## config.mk

```make
export PLATFORM = sky130hd
export DESIGN_NAME = alu_regfile
export DESIGN_NICKNAME = d
export VERILOG_FILES = /design/src/rtl/alu_regfile.sv
export SDC_FILE = /design/constraint.sdc
export NUM_CORES = 2
export LEC_CHECK = 0
export BUFFER_PORTS_ARGS = -buffer_cell sky130_fd_sc_hd__buf_2
export CAP_MARGIN = 30
export CORE_MARGIN = 3
export CORE_UTILIZATION = 40
export CTS_CLUSTER_DIAMETER = 150
export CTS_CLUSTER_SIZE = 24
export DETAILED_ROUTE_END_ITERATION = 12
export RECOVER_POWER = 25
export SETUP_SLACK_MARGIN = 0.2
export SKIP_CTS_REPAIR_TIMING = 1
export SYNTH_ARGS = -nofsm -noshare
export SYNTH_HDL_FRONTEND = slang
export SYNTH_SLANG_ARGS = --single-unit
```

## constraint.sdc

```tcl
create_clock -name clk -period 5.8 [get_ports clk]
set_input_delay 0.29 -clock clk [delete_from_list [all_inputs] [get_ports clk]]
set_output_delay 0.29 -clock clk [all_outputs]
set_load 0.02 [all_outputs]
```

## src/rtl/alu_regfile.sv

```systemverilog
// ---------------------------------------------------------------------------
// alu_regfile
//   Execute-stage datapath core of a single-cycle RV32I CPU.  It has two
//   parts:
//   - The integer register file, x0..x31.  It has two combinational read
//     ports and one synchronous write port.  x0 always reads as zero.
//   - A purely combinational 32-bit ALU that takes its operands and opcode
//     from decode/control.
//
// Ports
//   clk           in   1       system clock, rising edge
//   rst_n         in   1       synchronous active-low reset (clears all regs)
//   raddr1/2      in   ADDR_W  read port addresses (rs1/rs2)
//   rdata1/2      out  DATA_W  read port data, zero-latency
//   we            in   1       register write enable
//   waddr         in   ADDR_W  write address (rd)
//   wdata         in   DATA_W  write data
//   alu_src1/2    in   DATA_W  ALU operands A/B
//   alu_op        in   4       ALU operation select
//   alu_result    out  DATA_W  ALU result
//   alu_zero      out  1       alu_result == 0
//   alu_negative  out  1       alu_result MSB
// ---------------------------------------------------------------------------
module alu_regfile #(
  parameter int DATA_W = 32,
  parameter int ADDR_W = 5
) (
  input  logic              clk,
  input  logic              rst_n,
  input  logic [ADDR_W-1:0] raddr1,
  output logic [DATA_W-1:0] rdata1,
  input  logic [ADDR_W-1:0] raddr2,
  output logic [DATA_W-1:0] rdata2,
  input  logic              we,
  input  logic [ADDR_W-1:0] waddr,
  input  logic [DATA_W-1:0] wdata,
  input  logic [DATA_W-1:0] alu_src1,
  input  logic [DATA_W-1:0] alu_src2,
  input  logic [3:0]        alu_op,
  output logic [DATA_W-1:0] alu_result,
  output logic              alu_zero,
  output logic              alu_negative
);

  localparam int NREGS = 1 << ADDR_W;
  localparam int SH_W  = $clog2(DATA_W);

  localparam logic [3:0] OP_ADD  = 4'h0;
  localparam logic [3:0] OP_SUB  = 4'h1;
  localparam logic [3:0] OP_SLL  = 4'h2;
  localparam logic [3:0] OP_SLT  = 4'h3;
  localparam logic [3:0] OP_SLTU = 4'h4;
  localparam logic [3:0] OP_XOR  = 4'h5;
  localparam logic [3:0] OP_SRL  = 4'h6;
  localparam logic [3:0] OP_SRA  = 4'h7;
  localparam logic [3:0] OP_OR   = 4'h8;
  localparam logic [3:0] OP_AND  = 4'h9;

  // -------------------------------------------------------------------------
  // Register file
  // -------------------------------------------------------------------------
  logic [DATA_W-1:0] regs_reg [NREGS];

  // Entry 0 is cleared by reset and is never written.  The read path also
  // forces it to zero, so x0 does not depend on that storage slot.
  always_ff @(posedge clk) begin
    if (!rst_n) begin
      for (int i = 0; i < NREGS; i++) begin
        regs_reg[i] <= '0;
      end
    end else if (we && (waddr != '0)) begin
      regs_reg[waddr] <= wdata;
    end
  end

  // The read ports have no write bypass.  A read during a write returns the
  // old value until the edge.
  assign rdata1 = (raddr1 == '0) ? '0 : regs_reg[raddr1];
  assign rdata2 = (raddr2 == '0) ? '0 : regs_reg[raddr2];

  // -------------------------------------------------------------------------
  // ALU
  // -------------------------------------------------------------------------
  logic [SH_W-1:0] sh;
  logic            lt_signed;
  logic            lt_unsigned;

  // Shift amounts use only the low log2(DATA_W) bits of operand B.
  assign sh          = alu_src2[SH_W-1:0];
  assign lt_signed   = $signed(alu_src1) < $signed(alu_src2);
  assign lt_unsigned = alu_src1 < alu_src2;

  always_comb begin
    alu_result = '0;  // unused opcodes 4'hA..4'hF produce zero
    case (alu_op)
      OP_ADD:  alu_result = alu_src1 + alu_src2;
      OP_SUB:  alu_result = alu_src1 - alu_src2;
      OP_SLL:  alu_result = alu_src1 << sh;
      OP_SLT:  alu_result = {{(DATA_W-1){1'b0}}, lt_signed};
      OP_SLTU: alu_result = {{(DATA_W-1){1'b0}}, lt_unsigned};
      OP_XOR:  alu_result = alu_src1 ^ alu_src2;
      OP_SRL:  alu_result = alu_src1 >> sh;
      OP_SRA:  alu_result = $unsigned($signed(alu_src1) >>> sh);
      OP_OR:   alu_result = alu_src1 | alu_src2;
      OP_AND:  alu_result = alu_src1 & alu_src2;
      default: alu_result = '0;
    endcase
  end

  assign alu_zero     = (alu_result == '0);
  assign alu_negative = alu_result[DATA_W-1];

endmodule

```

### Yosys cells after proc, flatten, opt, wreduce, memory -nomap -nowiden

Memories as Yosys holds them, arrays and structs flattened.
Cells that the tools add are included.

* bits in registers: 0
* bits in writable memories: 1024
* input port bits: 118
* output and inout port bits: 98
* word-level logic and storage cells: 37
* memories kept: 1

Memories
* regs_reg: depth 32, width 32, read ports 2, clocked after Yosys merged registers in 0, write ports 32, RTL line 62 `logic [DATA_W-1:0] regs_reg [NREGS];`

* add/sub/neg operators: 2
* order comparisons: 2
* equality and inequality tests: 9
* shift-type cells: 3
* multiplexer cells: 10
* bitwise logic cells: 3
* reduce and logical (&&, ||, !) cells: 7

Operator list (count)
* 32-bit one-hot mux with 10 select lines: 1
* 32-bit two-way mux: 3
* 32-bit < comparator: 2
* 32-bit adder: 1
* 32-bit bitwise AND: 1
* 32-bit zero test: 1
* 32-bit OR: 1
* 32-bit OR reduction: 1
* 32-bit by 5-bit << shifter with 32-bit output: 1
* 32-bit by 5-bit right shift with 32-bit output: 1
* 32-bit by 5-bit >>> shifter with 32-bit output: 1
* 32-bit subtractor: 1
* 32-bit XOR: 1
* 4-bit by 3-bit equality test with 1-bit output (second input constant): 4
* 5-bit zero test: 2
* 4-bit by 2-bit equality test with 1-bit output (second input constant): 2
* 4-bit equality test (second input constant): 2
* 1-bit two-way mux: 5
* 5-bit two-way mux: 1
* 5-bit nonzero test: 1
* 4-bit by 1-bit equality test with 1-bit output (second input constant): 1
* 4-bit zero test: 1
* 1-bit logical AND: 1

### Depth between registers and ports, before layout

* depth in word-level cells: 7
* mapped depth: 18
* depth with buffers taken out: 15

### Worst setup path before layout

OpenSTA, ideal clock, no wires.

* path kind: input to output
* from: input alu_src2[2]
* to: output alu_zero
* arrival: 4.494 ns
* data required time: 5.510 ns
* slack: 1.016 ns
* stages on the path: 18
* buffers on the path: 5
* path through: clkbuf_8 -> inv_1 -> buf_2 -> buf_1 -> buf_2 -> ha_1 -> buf_2 -> nor3_1 -> o31ai_1 -> a211o_1 -> nand2_1 -> a41oi_1 -> a221oi_1 -> o21ai_2 -> or4_4 -> nor4b_2 -> nand4b_1 -> nor4_2

* cells in the longest elaborated chain, start to end: 3
* elaborated cells between the ends (all ways): 12
* those cells by class: add/sub: 2; order compare: 2; shift: 3; mux: 1; bitwise: 3; reduce/logical: 1

Ends and longest elaborated chain
* start, declared: RTL line 38 `input logic [DATA_W-1:0] alu_src2,`
* 32-bit subtractor, or another cell as far along: RTL line 97 `OP_SUB: alu_result = alu_src1 - alu_src2;`
* 32-bit one-hot mux with 10 select lines (*): RTL line 95 `case (alu_op)`
* net alu_result[13]: RTL line 40 `output logic [DATA_W-1:0] alu_result,`
* 32-bit zero test (*): RTL line 110 `assign alu_zero = (alu_result == '0);`
* end, declared: RTL line 41 `output logic alu_zero,`

The timed path passes the listed nets; every way through them passes the cells marked *.

### Worst setup path in the final report

* from: input alu_src2[4]
* to: output alu_zero

* cells in the longest elaborated chain, start to end: 3
* elaborated cells between the ends (all ways): 12
* those cells by class: add/sub: 2; order compare: 2; shift: 3; mux: 1; bitwise: 3; reduce/logical: 1

Ends and longest elaborated chain (RTL line)
* 32-bit subtractor, or another cell as far along: 97
* 32-bit one-hot mux with 10 select lines (*): 95
* 32-bit zero test (*): 110

Mark *: on every way between the ends. The rest lies on a longest branch, timed or not.

==> flow_metrics.py <==
metrics = {
    "synth": {
        "synth-main-ff-cell": "edfxtp_1",
        "synth_top_area_share_pct": 48.1,
        "yosys-top-cells-count": "edfxtp_1 (1,024), and2_1 (1,006), mux4_2 (674), clkbuf_1 (354), nor2_1 (222)",
        "syn_area_per_cell_um2": 13.8,
        "syn_inst": 4618,
        "yosysWarnings": 0,
        "synthTopCellsByArea": "edfxtp_1 (48%), mux4_2 (24%), and2_1 (9.8%), clkbuf_1 (2.1%), ha_1 (1.9%)",
        "synthArstFlopShare_pct": 0,
        "syn_area_um2": 63900,
        "synth_edf_count": 1024,
        "netlist-cell-type-count": 111,
        "seq_area_frac_synth_pct": 48.1,
        "yosysTopAreaCell": "edfxtp_1",
        "synth.most_common_cell": "edfxtp_1",
        "ys_ff_latch": 1024,
    },
    "final_layout": {
        "drive_gt1_share_pct": 25.8,
        "nNetsFinal": 4829,
        "largest_register_ff_count": 1024,
        "area_growth_pct": 7.64,
        "fin_util_pct": 43.4,
    },
    "power_and_ir_drop": {
        "p_clk_share_pct": 24.3,
        "power_mw": 16.2,
        "pwr-share-seq_pct": 54.0,
        "power.internal_mw": 11.5,
        "power.density_nw_per_um2": 235,
        "p_leak_nw": 23.5,
        "peakVddDrop_mv": 0.236,
        "p_sw_share_pct": 29.1,
        "pwr-share-comb_pct": 21.7,
        "p_sw_mw": 4.71,
    },
    "clocking": {
        "clockRootBuffer": "clkbuf_16",
        "clockBufferDepth": 3,
        "path_clk_slew_ns": 0.11,
        "cts_sinks": 1024,
        "htreeDepth": 2,
        "cts_tree": "yes",
        "cts_buffers": 48,
    },
    "placed_design": {
        "io_buffer_count": 215,
        "place_ws_ns": 0.725,
        "hpwl_mm": 155,
        "gp_congestion": 1.00,
    },
    "drt": {
        "drc_errors": 0,
        "wirelength_mm": 241,
        "firstDrtPassIters": 6,
        "ant_nets": 0,
        "vias": 44353,
        "drt_iter0_drc": 6330,
        "wl_per_cell_um": 35.9,
        "vias_per_cell": 6.61,
    },
    "sta": {
        "maxSlewViolCount": 504,
        "hold_viol_final": 0,
        "slew_headroom_pct": -90.7,
        "worst_slew_pin_slew_ns": 2.86,
        "min_period_over_period_pct": 94.0,
        "setup_violations": 0,
        "finalWorstSetupSlack_ns": 0.350,
        "max_freq_mhz": 183,
        "finalSetupTns_ns": 0,
        "rsz0062_at_grt": "false",
        "min_period_ns": 5.45,
    },
    "die": {
        "initial_core_util_pct": 40.3,
        "rows": 146,
        "core_um2": 159000,
        "die_h_um": 406,
        "ios": 216,
        "die_w_um": 406,
        "die-area_um2": 165000,
    },
    "setup_path": {
        "startpoint_type": "primary input",
        "critical_path_class": "in2out",
        "cp.arrival_ns": 5.16,
        "cp_top_family": "compound AO/OA/AOI/OAI gates",
        "crit_chain": "buf_2, inv_1, ha_1, inv_1, o31ai_1, a211oi_1, o41ai_1, xnor2_1, o221ai_1, nor3_1, nand4b_1, nor4b_2, nand4b_1, nor4_2, buf_2",
        "worst-path-max-fanout": 20,
        "required_ns": 5.51,
        "critPathBufInv": 4,
        "max_stage_delay_ns": 0.78,
        "critPathCaptureType": "output pin",
        "critPathSlowestCell": "o41ai_1",
    },
    "global_routing": {
        "grt_util_met3_pct": 5.64,
        "grt_use_total_pct": 28.9,
        "grt-ovfl-total": 0,
        "grt_pass1_vias": 43820,
        "gr-usage-met2_pct": 45.3,
        "grt_start_max_net_pins": 93,
        "antenna_found_initial": 24,
        "grt_pass1_wl_mm": 338,
        "top_usage_layer": "met2",
        "met1_usage_pct": 39.5,
    },
    "status": {
        "outcome": "finished with violations",
        "violations": "max-capacitance violations, max-slew violations",
    },
    "hold_path": {
        "min_to": "regs_reg[13][17]$_SDFFCE_PN0P_",
        "min_path_type": "in2reg",
        "min_path_cells": 2,
        "min_from": "wdata[17]",
    },
    "job": {
        "cap_violations": 31,
    },
}
-- placed cells by master (no fill, tap or decap), types with 25 or more instances in the layout --
cell type / Yosys / routed
edfxtp_1: 1024 / 1024
and2_1: 1006 / 838
mux4_2: 674 / 674
nor2_1: 222 / 216
buf_2: 22 / 204
and2_0: 0 / 168
buf_4: 1 / 134
mux2i_1: 115 / 115
nand2_1: 113 / 113
inv_1: 99 / 98
a21oi_1: 98 / 98
ha_1: 97 / 97
o21ai_0: 106 / 90
clkbuf_16: 0 / 50
o211ai_1: 35 / 35
nand3_1: 35 / 35
conb_1: 1 / 32
nor3_1: 32 / 31
a22oi_1: 30 / 30
o22ai_1: 26 / 26
diode_2: 0 / 25
mux2_2: 25 / 25
-- worst max path at each step --
stage	startpoint	to	depth (start not counted)
after global routing	alu_src2[4]	alu_zero	15
after floorplan	alu_src2[2]	alu_zero	18
after detailed placement	alu_src2[4]	alu_zero	15
after CTS	alu_src2[4]	alu_zero	15
after global placement	alu_src1[12]	alu_zero	15
final	alu_src2[4]	alu_zero	15
-- per-layer routing --
metal | wire (um) | part of all wire, %
met5 | 45 | 0.019
met4 | 11900 | 4.9
met1 | 93600 | 39
met2 | 112000 | 46
met3 | 23700 | 9.8
-- power groups by stage --
stage                     Combinational (mW)  Clock (mW)  Sequential, mW
after global placement                  3.47           0            8.86
after global routing                    3.65        4.20            8.78
after CTS                               3.50        3.97            8.72
after detailed placement                3.49           0            8.89
final                                   3.51        3.94            8.73
after floorplan                         2.19           0            8.84
-- kinds of logic (layout without fill, tap and decap cells) --
group | Yosys count | after routing | synth area share, %
fa+ha+maj | 99 | 99 | 1.96
flops | 1024 | 1024 | 48.1
buf+inv | 568 | 534 | 3.70
compound gates | 537 | 537 | 5.82
simple gates | 1551 | 1551 | 13.9
xor+xnor | 14 | 14 | 0.192
mux | 824 | 824 | 26.3
other cells | 1 | 57 | 0.00587
-- layout make-up --
type,count,area [um2]
antenna,25,62.6
fill,14312,89700
clock inverter,3,28.8
multi-input combinational,3057,31200
tap,2072,2590
sequential,1024,30700
timing repair buffer,380,2550
inverter,101,379
clock buffer,50,1250
-- stage by stage --
| stage | cells | instance area [um2] | hold WS, ns |
|---|---|---|---|
| after floorplan | 4649 | 64100 | 0.488 |
| after CTS | 6684 | 69300 | 0.178 |
| after detailed placement | 6631 | 68000 | 0.915 |
| final | 6712 | 68800 | 0.214 |
| after global placement | 6617 | 67700 | 0.899 |
| after global routing | 6693 | 68800 | 0.225 |
No activity file was read; power rests on OpenSTA's default activity.
